File: config.mk
export PLATFORM = sky130hd
export DESIGN_NAME = alu_seq
export DESIGN_NICKNAME = d
export VERILOG_FILES = /design/src/rtl/alu_seq_pkg.sv /design/src/rtl/alu_seq_iter.sv /design/src/rtl/alu_seq.sv
export SDC_FILE = /design/constraint.sdc
export NUM_CORES = 1
export LEC_CHECK = 0
export CAP_MARGIN = 15
export CELL_PAD_IN_SITES_DETAIL_PLACEMENT = 0
export CELL_PAD_IN_SITES_GLOBAL_PLACEMENT = 1
export CORE_UTILIZATION = 51
export DETAILED_ROUTE_END_ITERATION = 6
export DONT_BUFFER_PORTS = 1
export PLACE_DENSITY_LB_ADDON = 0.1
export SYNTH_ARGS = -nofsm -noshare
export SYNTH_HDL_FRONTEND = slang
export SYNTH_HIERARCHICAL = 1
export SYNTH_SLANG_ARGS = --single-unit
File: constraint.sdc
create_clock -name clk -period 5.15 [get_ports clk]
set_clock_uncertainty 0.2 [all_clocks]
set_input_delay 0.7725 -clock clk [delete_from_list [all_inputs] [get_ports clk]]
set_output_delay 0.7725 -clock clk [all_outputs]
set_load 0.005 [all_outputs]
File: src/rtl/alu_seq_pkg.sv
// alu_seq_pkg -- shared definitions for the sequential ALU.
//   Opcode constants, FSM state encoding and bit positions inside the
//   5-bit flags word {err, V, S, Z, C}.
package alu_seq_pkg;

    localparam logic [7:0] OP_ADD = 8'h01;
    localparam logic [7:0] OP_SUB = 8'h02;
    localparam logic [7:0] OP_MUL = 8'h03;
    localparam logic [7:0] OP_DIV = 8'h04;
    localparam logic [7:0] OP_SHL = 8'h0D;
    localparam logic [7:0] OP_SHR = 8'h0E;
    localparam logic [7:0] OP_CMP = 8'h0F;

    localparam int FLAG_C   = 0;
    localparam int FLAG_Z   = 1;
    localparam int FLAG_S   = 2;
    localparam int FLAG_V   = 3;
    localparam int FLAG_ERR = 4;

    typedef enum logic [1:0] {
        ST_IDLE = 2'd0,
        ST_MUL  = 2'd1,
        ST_DIV  = 2'd2,
        ST_DONE = 2'd3
    } state_t;

endpackage

File: src/rtl/alu_seq_iter.sv
// alu_seq_iter -- one-bit-per-cycle unsigned multiply / restoring divide.
//   clk, rst_n : clock, asynchronous active-low reset (clears partials)
//   start      : load operands and begin WIDTH iterations
//   mode       : 0 = multiply (a*b), 1 = divide (a/b)
//   a, b       : operands, captured on start
//   done       : high during the final iteration cycle
//   hi, lo     : value the partial registers take at the current edge;
//                at done this is {product_hi, product_lo} or {remainder, quotient}
module alu_seq_iter #(
    parameter int WIDTH = 8
) (
    input  logic             clk,
    input  logic             rst_n,
    input  logic             start,
    input  logic             mode,
    input  logic [WIDTH-1:0] a,
    input  logic [WIDTH-1:0] b,
    output logic             done,
    output logic [WIDTH-1:0] hi,
    output logic [WIDTH-1:0] lo
);

    logic             busy;
    logic             mode_q;
    logic [5:0]       count;
    logic [WIDTH-1:0] hi_q;
    logic [WIDTH-1:0] lo_q;
    logic [WIDTH-1:0] opnd;

    logic [WIDTH:0]   mul_sum;
    logic [WIDTH:0]   div_shift;
    logic [WIDTH:0]   div_diff;

    always_comb begin
        // Multiply: add multiplicand into upper half when the lsb is set,
        // then shift the whole {carry, hi, lo} right by one.
        mul_sum   = {1'b0, hi_q} + (lo_q[0] ? {1'b0, opnd} : '0);
        // Divide: shift next dividend bit into the remainder, trial subtract.
        div_shift = {hi_q, lo_q[WIDTH-1]};
        div_diff  = div_shift - {1'b0, opnd};
        if (mode_q) begin
            hi = div_diff[WIDTH] ? div_shift[WIDTH-1:0] : div_diff[WIDTH-1:0];
            lo = {lo_q[WIDTH-2:0], ~div_diff[WIDTH]};
        end else begin
            hi = mul_sum[WIDTH:1];
            lo = {mul_sum[0], lo_q[WIDTH-1:1]};
        end
    end

    assign done = busy && (count == 6'(WIDTH - 1));

    always_ff @(posedge clk or negedge rst_n) begin
        if (!rst_n) begin
            busy   <= 1'b0;
            mode_q <= 1'b0;
            count  <= '0;
            hi_q   <= '0;
            lo_q   <= '0;
            opnd   <= '0;
        end else if (start) begin
            busy   <= 1'b1;
            mode_q <= mode;
            count  <= '0;
            hi_q   <= '0;
            lo_q   <= mode ? a : b;
            opnd   <= mode ? b : a;
        end else if (busy) begin
            hi_q  <= hi;
            lo_q  <= lo;
            count <= count + 6'd1;
            if (done) begin
                busy <= 1'b0;
            end
        end
    end

endmodule

File: src/rtl/alu_seq.sv
// alu_seq -- sequential ALU with single-cycle ops and iterative MUL/DIV.
//   clk, rst_n    : clock, asynchronous active-low reset
//   start         : request, taken only while ready=1
//   op            : 01 ADD, 02 SUB, 03 MUL, 04 DIV, 0D SHL, 0E SHR, 0F CMP
//   a, b          : operands (b is the shift amount for SHL/SHR)
//   ready         : idle, a start is accepted this cycle
//   done          : one-cycle pulse, result/result_hi/flags valid
//   result        : low result / quotient
//   result_hi     : MUL high half / DIV remainder, otherwise 0
//   flags         : {err, V, S, Z, C}
// Build option: define ALU_SEQ_MULDIV_EN to include MUL/DIV; without it
// opcodes 03/04 are treated as illegal and no iterative datapath exists.
module alu_seq
    import alu_seq_pkg::*;
#(
    parameter int WIDTH = 8
) (
    input  logic             clk,
    input  logic             rst_n,
    input  logic             start,
    input  logic [7:0]       op,
    input  logic [WIDTH-1:0] a,
    input  logic [WIDTH-1:0] b,
    output logic             ready,
    output logic             done,
    output logic [WIDTH-1:0] result,
    output logic [WIDTH-1:0] result_hi,
    output logic [4:0]       flags
);

    state_t state, state_next;

    logic                 accept;
    logic                 go_iter;
    logic                 keep;
    logic                 set_zs;
    logic [WIDTH-1:0]     zs_src;
    logic [WIDTH-1:0]     calc_res;
    logic [WIDTH-1:0]     calc_hi;
    logic [4:0]           calc_flags;
    logic [WIDTH:0]       add_w;
    logic [WIDTH:0]       sub_w;
    logic [2*WIDTH-1:0]   shl_w;
    logic [2*WIDTH-1:0]   shr_w;
    logic                 iter_done;

    assign ready  = (state == ST_IDLE);
    assign done   = (state == ST_DONE);
    assign accept = ready && start;

    assign add_w = {1'b0, a} + {1'b0, b};
    assign sub_w = {1'b0, a} - {1'b0, b};
    // Shifting inside a double-width window leaves the last bit shifted out
    // at position WIDTH (SHL) or WIDTH-1 (SHR); it is naturally 0 for b=0
    // and for b>WIDTH, and the result half is 0 for b>=WIDTH.
    assign shl_w = {{WIDTH{1'b0}}, a} << b;
    assign shr_w = {a, {WIDTH{1'b0}}} >> b;

    always_comb begin
        calc_res   = '0;
        calc_hi    = '0;
        calc_flags = '0;
        keep       = 1'b0;
        go_iter    = 1'b0;
        set_zs     = 1'b1;
        zs_src     = '0;
        case (op)
            OP_ADD: begin
                calc_res           = add_w[WIDTH-1:0];
                calc_flags[FLAG_C] = add_w[WIDTH];
                calc_flags[FLAG_V] = (a[WIDTH-1] == b[WIDTH-1]) &&
                                     (add_w[WIDTH-1] != a[WIDTH-1]);
            end
            OP_SUB, OP_CMP: begin
                calc_res           = sub_w[WIDTH-1:0];
                calc_flags[FLAG_C] = sub_w[WIDTH];
                calc_flags[FLAG_V] = (a[WIDTH-1] != b[WIDTH-1]) &&
                                     (sub_w[WIDTH-1] != a[WIDTH-1]);
                keep               = (op == OP_CMP);
            end
            OP_SHL: begin
                calc_res           = shl_w[WIDTH-1:0];
                calc_flags[FLAG_C] = shl_w[WIDTH];
            end
            OP_SHR: begin
                calc_res           = shr_w[2*WIDTH-1:WIDTH];
                calc_flags[FLAG_C] = shr_w[WIDTH-1];
            end
`ifdef ALU_SEQ_MULDIV_EN
            OP_MUL: begin
                go_iter = 1'b1;
            end
            OP_DIV: begin
                if (b == '0) begin
                    calc_res             = '1;
                    calc_hi              = a;
                    calc_flags[FLAG_ERR] = 1'b1;
                end else begin
                    go_iter = 1'b1;
                end
            end
`endif
            default: begin
                set_zs               = 1'b0;
                calc_flags[FLAG_ERR] = 1'b1;
            end
        endcase
        if (set_zs) begin
            zs_src             = calc_res;
            calc_flags[FLAG_Z] = (zs_src == '0);
            calc_flags[FLAG_S] = zs_src[WIDTH-1];
        end
    end

`ifdef ALU_SEQ_MULDIV_EN
    logic [WIDTH-1:0] iter_hi;
    logic [WIDTH-1:0] iter_lo;

    alu_seq_iter #(.WIDTH(WIDTH)) u_iter (
        .clk   (clk),
        .rst_n (rst_n),
        .start (accept && go_iter),
        .mode  (op == OP_DIV),
        .a     (a),
        .b     (b),
        .done  (iter_done),
        .hi    (iter_hi),
        .lo    (iter_lo)
    );
`else
    assign iter_done = 1'b0;
`endif

    always_ff @(posedge clk or negedge rst_n) begin
        if (!rst_n) begin
            state <= ST_IDLE;
        end else begin
            state <= state_next;
        end
    end

    always_comb begin
        state_next = state;
        case (state)
            ST_IDLE: begin
                if (start) begin
                    if (go_iter) begin
                        state_next = (op == OP_DIV) ? ST_DIV : ST_MUL;
                    end else begin
                        state_next = ST_DONE;
                    end
                end
            end
            ST_MUL, ST_DIV: begin
                if (iter_done) begin
                    state_next = ST_DONE;
                end
            end
            default: state_next = ST_IDLE;
        endcase
    end

    always_ff @(posedge clk or negedge rst_n) begin
        if (!rst_n) begin
            result    <= '0;
            result_hi <= '0;
            flags     <= '0;
        end else if (accept && !go_iter) begin
            if (!keep) begin
                result    <= calc_res;
                result_hi <= calc_hi;
            end
            flags <= calc_flags;
        end
`ifdef ALU_SEQ_MULDIV_EN
        else if (iter_done) begin
            result    <= iter_lo;
            result_hi <= iter_hi;
            if (state == ST_MUL) begin
                // Z covers the full double-width product.
                flags <= {1'b0, (iter_hi != '0), iter_hi[WIDTH-1],
                          ({iter_hi, iter_lo} == '0), (iter_hi != '0)};
            end else begin
                flags <= {1'b0, 1'b0, iter_lo[WIDTH-1], (iter_lo == '0), 1'b0};
            end
        end
`endif
    end

endmodule

==> load_flow_metrics.sql, run 1 <==
INSERT INTO impl_metrics (metric_group, metric, value, unit) VALUES
('setup_path', 'crit-reg2reg-capture', 'flags[1]', ''),
('global_routing', 'grt_overflow', '0', ''),
('global_routing', 'first_global_vias', '1900', ''),
('global_routing', 'overall_global_routing_usage', '0.275', ''),
('cells_and_area', 'synthToLayoutAreaGrowth', '1.15', '%'),
('synth', 'synthesis.area_per_instance', '7.94', 'µm²'),
('global_routing', 'pin_count_of_the_biggest_net_entering_global_routing', '26', ''),
('drt', 'drc', '0', ''),
('drt', 'first_iter_violations', '223', ''),
('clocking', 'postCtsSetupBuffers', '0', ''),
('timing', 'final.min_clock_period', '2.95', 'ns'),
('drt', 'vias_post_dr', '2057', ''),
('synth', 'yosys_most_used_dff', 'dfrtp_1', ''),
('setup_path', 'setup.reg_to_reg.worst_slack', '2.75', 'ns'),
('synth', 'yosys.cell_types.count', '62', ''),
('timing', 'rsz0062_at_grt', 'no', ''),
('synth', 'syn-cell-area', '2170', 'µm²'),
('clocking', 'cts_repair_resize_count', '0', ''),
('floorplan', 'core.rowCount', '23', ''),
('drt', 'detail_route.wl_per_cell', '19.1', 'µm'),
('timing', 'slew_headroom', '0.535', ''),
('run_status', 'run_status', 'complete, no violations', ''),
('cells_and_area', 'nNetsFinal', '308', ''),
('setup_path', 'r2r_start', 'state[0]', ''),
('clocking', 'numClockSinks', '14', ''),
('setup_path', 'crit_type', 'in -> reg', ''),
('placed_design', 'place_congestion', '0.915', ''),
('timing', 'fin_crit_sh', '0.572', ''),
('setup_path', 'critical_path.max_stage_delay', '0.57', 'ns'),
('power', 'powerDensity', '164', 'nW/µm²'),
('timing', 'setup-tns-final', '0', 'ns'),
('synth', 'seq_area_frac_synth', '0.162', ''),
('floorplan', 'die_w', '67.2', 'µm'),
('floorplan', 'start_util', '0.538', ''),
('cells_and_area', 'layout_commonest_cell', 'a21oi_1', ''),
('job', 'max_cap_violations', '0', ''),
('cells_and_area', 'share_of_cells_above_drive_strength_1', '0.0763', ''),
('setup_path', 'worstSetupEndpointType', 'register', ''),
('power', 'leakage', '0.000896', 'µW'),
('cells_and_area', 'n_antenna_cell', '0', ''),
('timing', 'max_clock_freq', '339', 'MHz'),
('floorplan', 'die_h', '67.2', 'µm'),
('synth', 'ys_ff_latch', '14', ''),
('setup_path', 'critical_path.cell_chain', 'or4_4 -> nor4_2 -> o21ai_0 -> o211ai_1 -> a2111oi_1 -> and4_1 -> a32o_1', ''),
('timing', 'worst-slew-pin-transition', '0.694', 'ns'),
('timing', 'setup-violations-final', '0', ''),
('floorplan', 'core_area', '4030', 'µm²'),
('setup_path', 'cp.buffers_inverters', '0', ''),
('setup_path', 'setup.worst_path.start_class', 'input pin', ''),
('synth', 'synth_warnings', '6', ''),
('setup_path', 'arrival', '2.88', 'ns'),
('cells_and_area', 'postLayoutCellArea', '2190', 'µm²'),
('placed_design', 'io_buffers', '0', ''),
('cells_and_area', 'final_cell_mix', '21 x a21oi_1, 17 x inv_1, 17 x nor2_1, 17 x nand2_1', ''),
('power', 'ir_drop', '0.162', 'mV'),
('setup_path', 'required', '5.09', 'ns'),
('setup_path', 'worstPathMaxFanout', '7', ''),
('placed_design', 'postPlaceCellArea', '2130', 'µm²'),
('drt', 'drt-vias-per-instance', '6.59', ''),
('global_routing', 'antenna_violations_before_repair', '0', ''),
('cells_and_area', 'fillCellCount', '415', ''),
('timing', 'hold_violations', '0', ''),
('setup_path', 'r2r_cells', '7', ''),
('setup_path', 'slowest_stage_cell_cp', 'or4_4', ''),
('clocking', 'hold_buffers', '0', ''),
('clocking', 'cts_buffers', '3', ''),
('synth', 'syn_inst', '273', ''),
('setup_path', 'cp_top_family', 'simple AND/OR/NAND/NOR gates', ''),
('synth', 'synth-edff-count', '0', ''),
('drt', 'first_pass_iters', '5', ''),
('worst_hold_path', 'worstHoldPathType', 'in -> async', ''),
('clocking', 'worst_skew_pair_latency', '0.25', 'ns'),
('clocking', 'clock_tree.root_cell', 'clkbuf_8', ''),
('timing', 'timing_max_transition_violations_final', '0', ''),
('clocking', 'cts.htree.levels', '1', ''),
('synth', 'synthArstFlopShare', '1.00', ''),
('clocking', 'cts.reportedPaths.clkPinSlew', '0.06', 'ns'),
('floorplan', 'boundaryPins', '50', ''),
('clocking', 'tritoncts', 'yes', ''),
('placed_design', 'detailed_place_hpwl', '4640', 'µm'),
('global_routing', 'grt_first_pass_wirelength', '9180', 'µm'),
('clocking', 'cts-root-to-sink-buffers', '2', ''),
('floorplan', 'die_area', '4520', 'µm²'),
('drt', 'route.antenna.remaining_nets', '0', ''),
('drt', 'wirelength', '5950', 'µm');
[cell usage after synthesis, drive strengths merged, types with 3 or more instances]
library cell | n | share of area
inv | 17 | 0.029
nand2b | 6 | 0.017
buf | 11 | 0.038
nand3 | 4 | 0.0092
mux2 | 5 | 0.026
nor2b | 8 | 0.023
dfrtp | 14 | 0.16
a211oi | 3 | 0.010
a22oi | 5 | 0.017
nand2 | 17 | 0.029
o21bai | 3 | 0.010
a31oi | 5 | 0.014
clkbuf | 12 | 0.021
a21oi | 21 | 0.048
nor2 | 18 | 0.032
o21a | 3 | 0.010
nor3 | 14 | 0.035
a2111oi | 3 | 0.013
o211ai | 4 | 0.014
a221o | 3 | 0.014
o221ai | 3 | 0.012
and3 | 4 | 0.012
ha | 16 | 0.092
a221oi | 5 | 0.020
mux2i | 16 | 0.074
o21ai | 7 | 0.016
nor4 | 5 | 0.020
[cells by family after synthesis]
family,count (synthesis),synth area share
buf+inv,40,0.0877
other cells,1,0.00173
fa+ha+maj,18,0.111
compound gates,88,0.292
xor+xnor,2,0.00808
flops,14,0.162
simple gates,87,0.218
mux,23,0.121
[flip-flops by register name, summed over array words and instances, names as in the netlist]
signal	count
flags	5
result	8
state	1
[metal layers]
metal | vias to the layer above | GRT usage | part of all wire
met5 | - | 0 | 0
met3 | 10 | 0.0507 | 0.087
met1 | 969 | 0.368 | 0.45
li1 | 992 | - | -
met4 | 0 | 0.0851 | 0.020
met2 | 86 | 0.445 | 0.44
[metrics by stage]
step | hold slack (ns) | worst slack [ns] | instances | util | power, µW
2_1_floorplan | 0.273 | 1.59 | 280 | - | 241
3_3_place_gp | 0.277 | 1.98 | 307 | 0.529 | 253
3_5_place_dp | 0.277 | 1.97 | 307 | 0.529 | 252
4_1_cts | 0.0141 | 2.23 | 311 | 0.543 | 359
5_1_grt | 0.00653 | 1.98 | 312 | 0.544 | 381
6_report | 0.0154 | 2.20 | 312 | 0.544 | 360
[where the power goes]
group	internal (µW)	leakage [µW]	switching, µW
sequential	121	0.000173	8.08
clock	67.7	0.0000288	38.1
combinational	56.5	0.000695	68.5
[layout make-up]
| class | instances | area, µm² | share of cell area |
|---|---|---|---|
| Tap cell | 50 | 62.6 | 0.0285 |
| Inverter | 17 | 63.8 | 0.0291 |
| Timing Repair Buffer | 1 | 7.51 | 0.00342 |
| Multi-Input combinational cell | 226 | 1650 | 0.754 |
| Sequential cell | 14 | 350 | 0.160 |
| Clock buffer | 4 | 55.1 | 0.0251 |
[worst max-delay path by stage]
| stage | start | end | slack (ns) | depth (start not counted) |
|---|---|---|---|---|
| 5_1_grt | op[5] | flags[1] | 1.98 | 7 |
| 3_5_place_dp | a[0] | flags[1] | 1.97 | 9 |
| 2_1_floorplan | b[1] | flags[1] | 1.59 | 10 |
| 6_report | op[5] | flags[1] | 2.20 | 7 |
| 3_3_place_gp | a[0] | flags[1] | 1.98 | 9 |
| 4_1_cts | a[0] | flags[1] | 2.23 | 9 |
Note: power is estimated with default switching activity, not from simulation.
==> run 2, diff against run 1 <==
--- a/config.mk
+++ b/config.mk
@@ -8,7 +8,7 @@
 export CAP_MARGIN = 15
 export CELL_PAD_IN_SITES_DETAIL_PLACEMENT = 0
 export CELL_PAD_IN_SITES_GLOBAL_PLACEMENT = 1
-export CORE_UTILIZATION = 51
+export CORE_UTILIZATION = 43
 export DETAILED_ROUTE_END_ITERATION = 6
 export DONT_BUFFER_PORTS = 1
 export PLACE_DENSITY_LB_ADDON = 0.1
==> constraint.sdc (replaced) <==
create_clock -name clk -period 2.61 [get_ports clk]
set_clock_uncertainty 0.2 [all_clocks]
set_input_delay 0.3915 -clock clk [delete_from_list [all_inputs] [get_ports clk]]
set_output_delay 0.3915 -clock clk [all_outputs]
set_load 0.005 [all_outputs]
==> run 2 against run 1 <==
- count of clock-buffer cells in the layout shrank 1
- critical path type unchanged
- global-route usage shrank 1.8 points
- hold slack gained 0.18 ns
- first-iteration DRC count grew 2.2%
- sequential share of layout area shrank 1.8 points
- clock power grew 63%
==> load_flow_metrics.sql, run 2 (synthesis gave the netlist of run 1 again) <==
INSERT INTO impl_metrics (metric_group, metric, value, unit) VALUES
('cells_and_area', 'n_antenna_cell', '0', ''),
('cells_and_area', 'largest_register_ff_count', '8', ''),
('timing', 'setup-tns-final', '0', 'ns'),
('setup_path', 'cp_top_family', 'compound AO/OA/AOI/OAI gates', ''),
('drt', 'first_pass_iters', '4', ''),
('worst_hold_path', 'worstHoldPathType', 'in -> reg', ''),
('cells_and_area', 'layout_top_registers', 'result x8, flags x5, state x1', ''),
('timing', 'timing_max_transition_violations_final', '0', ''),
('setup_path', 'slowest_stage_cell_cp', 'ha_1', ''),
('setup_path', 'critical_path.max_stage_delay', '0.37', 'ns'),
('clocking', 'cts_buffers', '3', ''),
('floorplan', 'boundaryPins', '50', ''),
('cells_and_area', 'final_cell_count_no_fill', '361', ''),
('floorplan', 'core_area', '4790', 'µm²'),
('timing', 'slew_headroom', '0.460', ''),
('placed_design', 'place_inst', '357', ''),
('placed_design', 'detailed_place_hpwl', '5100', 'µm'),
('clocking', 'numClockSinks', '14', ''),
('floorplan', 'die_w', '73.0', 'µm'),
('drt', 'detail_route.wl_per_cell', '17.9', 'µm'),
('drt', 'wirelength', '6450', 'µm'),
('drt', 'first_iter_violations', '228', ''),
('power', 'powerDensity', '293', 'nW/µm²'),
('cells_and_area', 'final_cell_mix', '33 x buf_4, 21 x a21oi_1, 17 x nor2_1, 17 x nand2_1', ''),
('floorplan', 'die_h', '73.0', 'µm'),
('clocking', 'worst_skew_pair_latency', '0.24', 'ns'),
('power', 'leakage', '0.00105', 'µW'),
('drt', 'drc', '0', ''),
('global_routing', 'overall_global_routing_usage', '0.257', ''),
('global_routing', 'grt_overflow', '0', ''),
('drt', 'drt-vias-per-instance', '6.04', ''),
('placed_design', 'io_buffers', '0', ''),
('global_routing', 'first_global_vias', '2104', ''),
('drt', 'route.antenna.remaining_nets', '0', ''),
('setup_path', 'worstPathMaxFanout', '8', ''),
('global_routing', 'pin_count_of_the_biggest_net_entering_global_routing', '26', ''),
('global_routing', 'antenna_violations_before_repair', '0', ''),
('timing', 'worst-slew-pin-transition', '0.807', 'ns'),
('setup_path', 'critical_path.cell_chain', 'inv_1 -> ha_1 -> nor3b_1 -> nor3_2 -> buf_4 -> o31a_1 -> a221o_1 -> a221oi_2 -> a32o_1', ''),
('cells_and_area', 'largest-register', 'result', ''),
('floorplan', 'start_util', '0.453', ''),
('setup_path', 'arrival', '2.38', 'ns'),
('placed_design', 'place_congestion', '0.933', ''),
('cells_and_area', 'share_of_cells_above_drive_strength_1', '0.187', ''),
('floorplan', 'die_area', '5330', 'µm²'),
('setup_path', 'setup.reg_to_reg.worst_slack', '0.53', 'ns'),
('clocking', 'tritoncts', 'yes', ''),
('cells_and_area', 'layout_commonest_cell', 'buf_4', ''),
('floorplan', 'core.rowCount', '25', ''),
('job', 'max_cap_violations', '0', ''),
('setup_path', 'cp.buffers_inverters', '2', ''),
('power', 'ir_drop', '0.322', 'mV'),
('timing', 'hold_violations', '0', ''),
('clocking', 'clock_tree.root_cell', 'clkbuf_8', ''),
('timing', 'rsz0062_at_grt', 'no', ''),
('power', 'report.power.total', '722', 'µW'),
('cells_and_area', 'synthToLayoutAreaGrowth', '13.7', '%'),
('setup_path', 'worstSetupEndpointType', 'register', ''),
('timing', 'final.min_clock_period', '2.40', 'ns'),
('clocking', 'postCtsSetupBuffers', '0', ''),
('clocking', 'cts.htree.levels', '1', ''),
('clocking', 'cts.reportedPaths.clkPinSlew', '0.05', 'ns'),
('setup_path', 'setup.worst_path.start_class', 'input pin', ''),
('setup_path', 'crit_type', 'in -> reg', ''),
('cells_and_area', 'nNetsFinal', '341', ''),
('clocking', 'cts-root-to-sink-buffers', '2', ''),
('drt', 'vias_post_dr', '2179', ''),
('global_routing', 'grt_first_pass_wirelength', '10500', 'µm'),
('setup_path', 'required', '2.59', 'ns'),
('timing', 'setup-violations-final', '0', ''),
('timing', 'fin_crit_sh', '0.919', ''),
('run_status', 'run_status', 'complete, no violations', ''),
('timing', 'max_clock_freq', '417', 'MHz');
[run 2: cell count changes in the layout (fill, tap and decap cells not counted), sizes merged]
cell,previous run,this run
clkbuf,4,3
dlygate4sd3,0,1
buf,1,33
[run 2: path summary, 6_finish.rpt]
check                            end      from  cells after the start
min                         flags[0]      b[4]                      2
max in group asynchronous   flags[3]     rst_n                      1
min reg2reg                 flags[3]  flags[3]                      2
min in group asynchronous  result[2]     rst_n                      1
max reg2reg                 flags[1]  state[0]                      8
max                         flags[1]      b[3]                      9
[run 2: where the power goes]
group | internal (µW) | switching (µW) | leakage (µW) | total (µW)
clock | 102 | 71.4 | 0.0000216 | 173
sequential | 238 | 16.2 | 0.000173 | 254
combinational | 146 | 148 | 0.000858 | 294
total | 486 | 236 | 0.00105 | 722
[run 2: final cells by class]
type                            instances  area (µm²)
Clock buffer                            3        41.3
Fill cell                             487        2320
Timing Repair Buffer                   34         258
Sequential cell                        14         350
Tap cell                               67        83.8
Inverter                               17        63.8
Multi-Input combinational cell        226        1670
[run 2: through the flow]
stage / instance area [µm²] / worst slack, ns / hold slack, ns / util
floorplan: 2220 / 0.00866 / -0.104 / -
global placement: 2410 / -0.0226 / -0.104 / 0.503
detailed placement: 2410 / -0.0529 / -0.104 / 0.503
CTS: 2460 / 0.205 / 0.200 / 0.514
global route: 2460 / 0.0451 / 0.216 / 0.515
finish: 2460 / 0.212 / 0.199 / 0.515
[run 2: timing repair]
action                                  CTS  global route
hold buffers                              1             0
gates resized for setup                   0             1
hold endpoints to repair                 14             0
endpoints found under the setup margin    0             1
[run 2: metal layers]
| layer | vias to the layer above | global-route usage | routed length, µm |
|---|---|---|---|
| met4 | 0 | 0.0828 | 131 |
| met3 | 11 | 0.0304 | 427 |
| li1 | 1064 | - | - |
| met2 | 78 | 0.404 | 2970 |
| met5 | - | 0 | 0 |
| met1 | 1026 | 0.364 | 2920 |
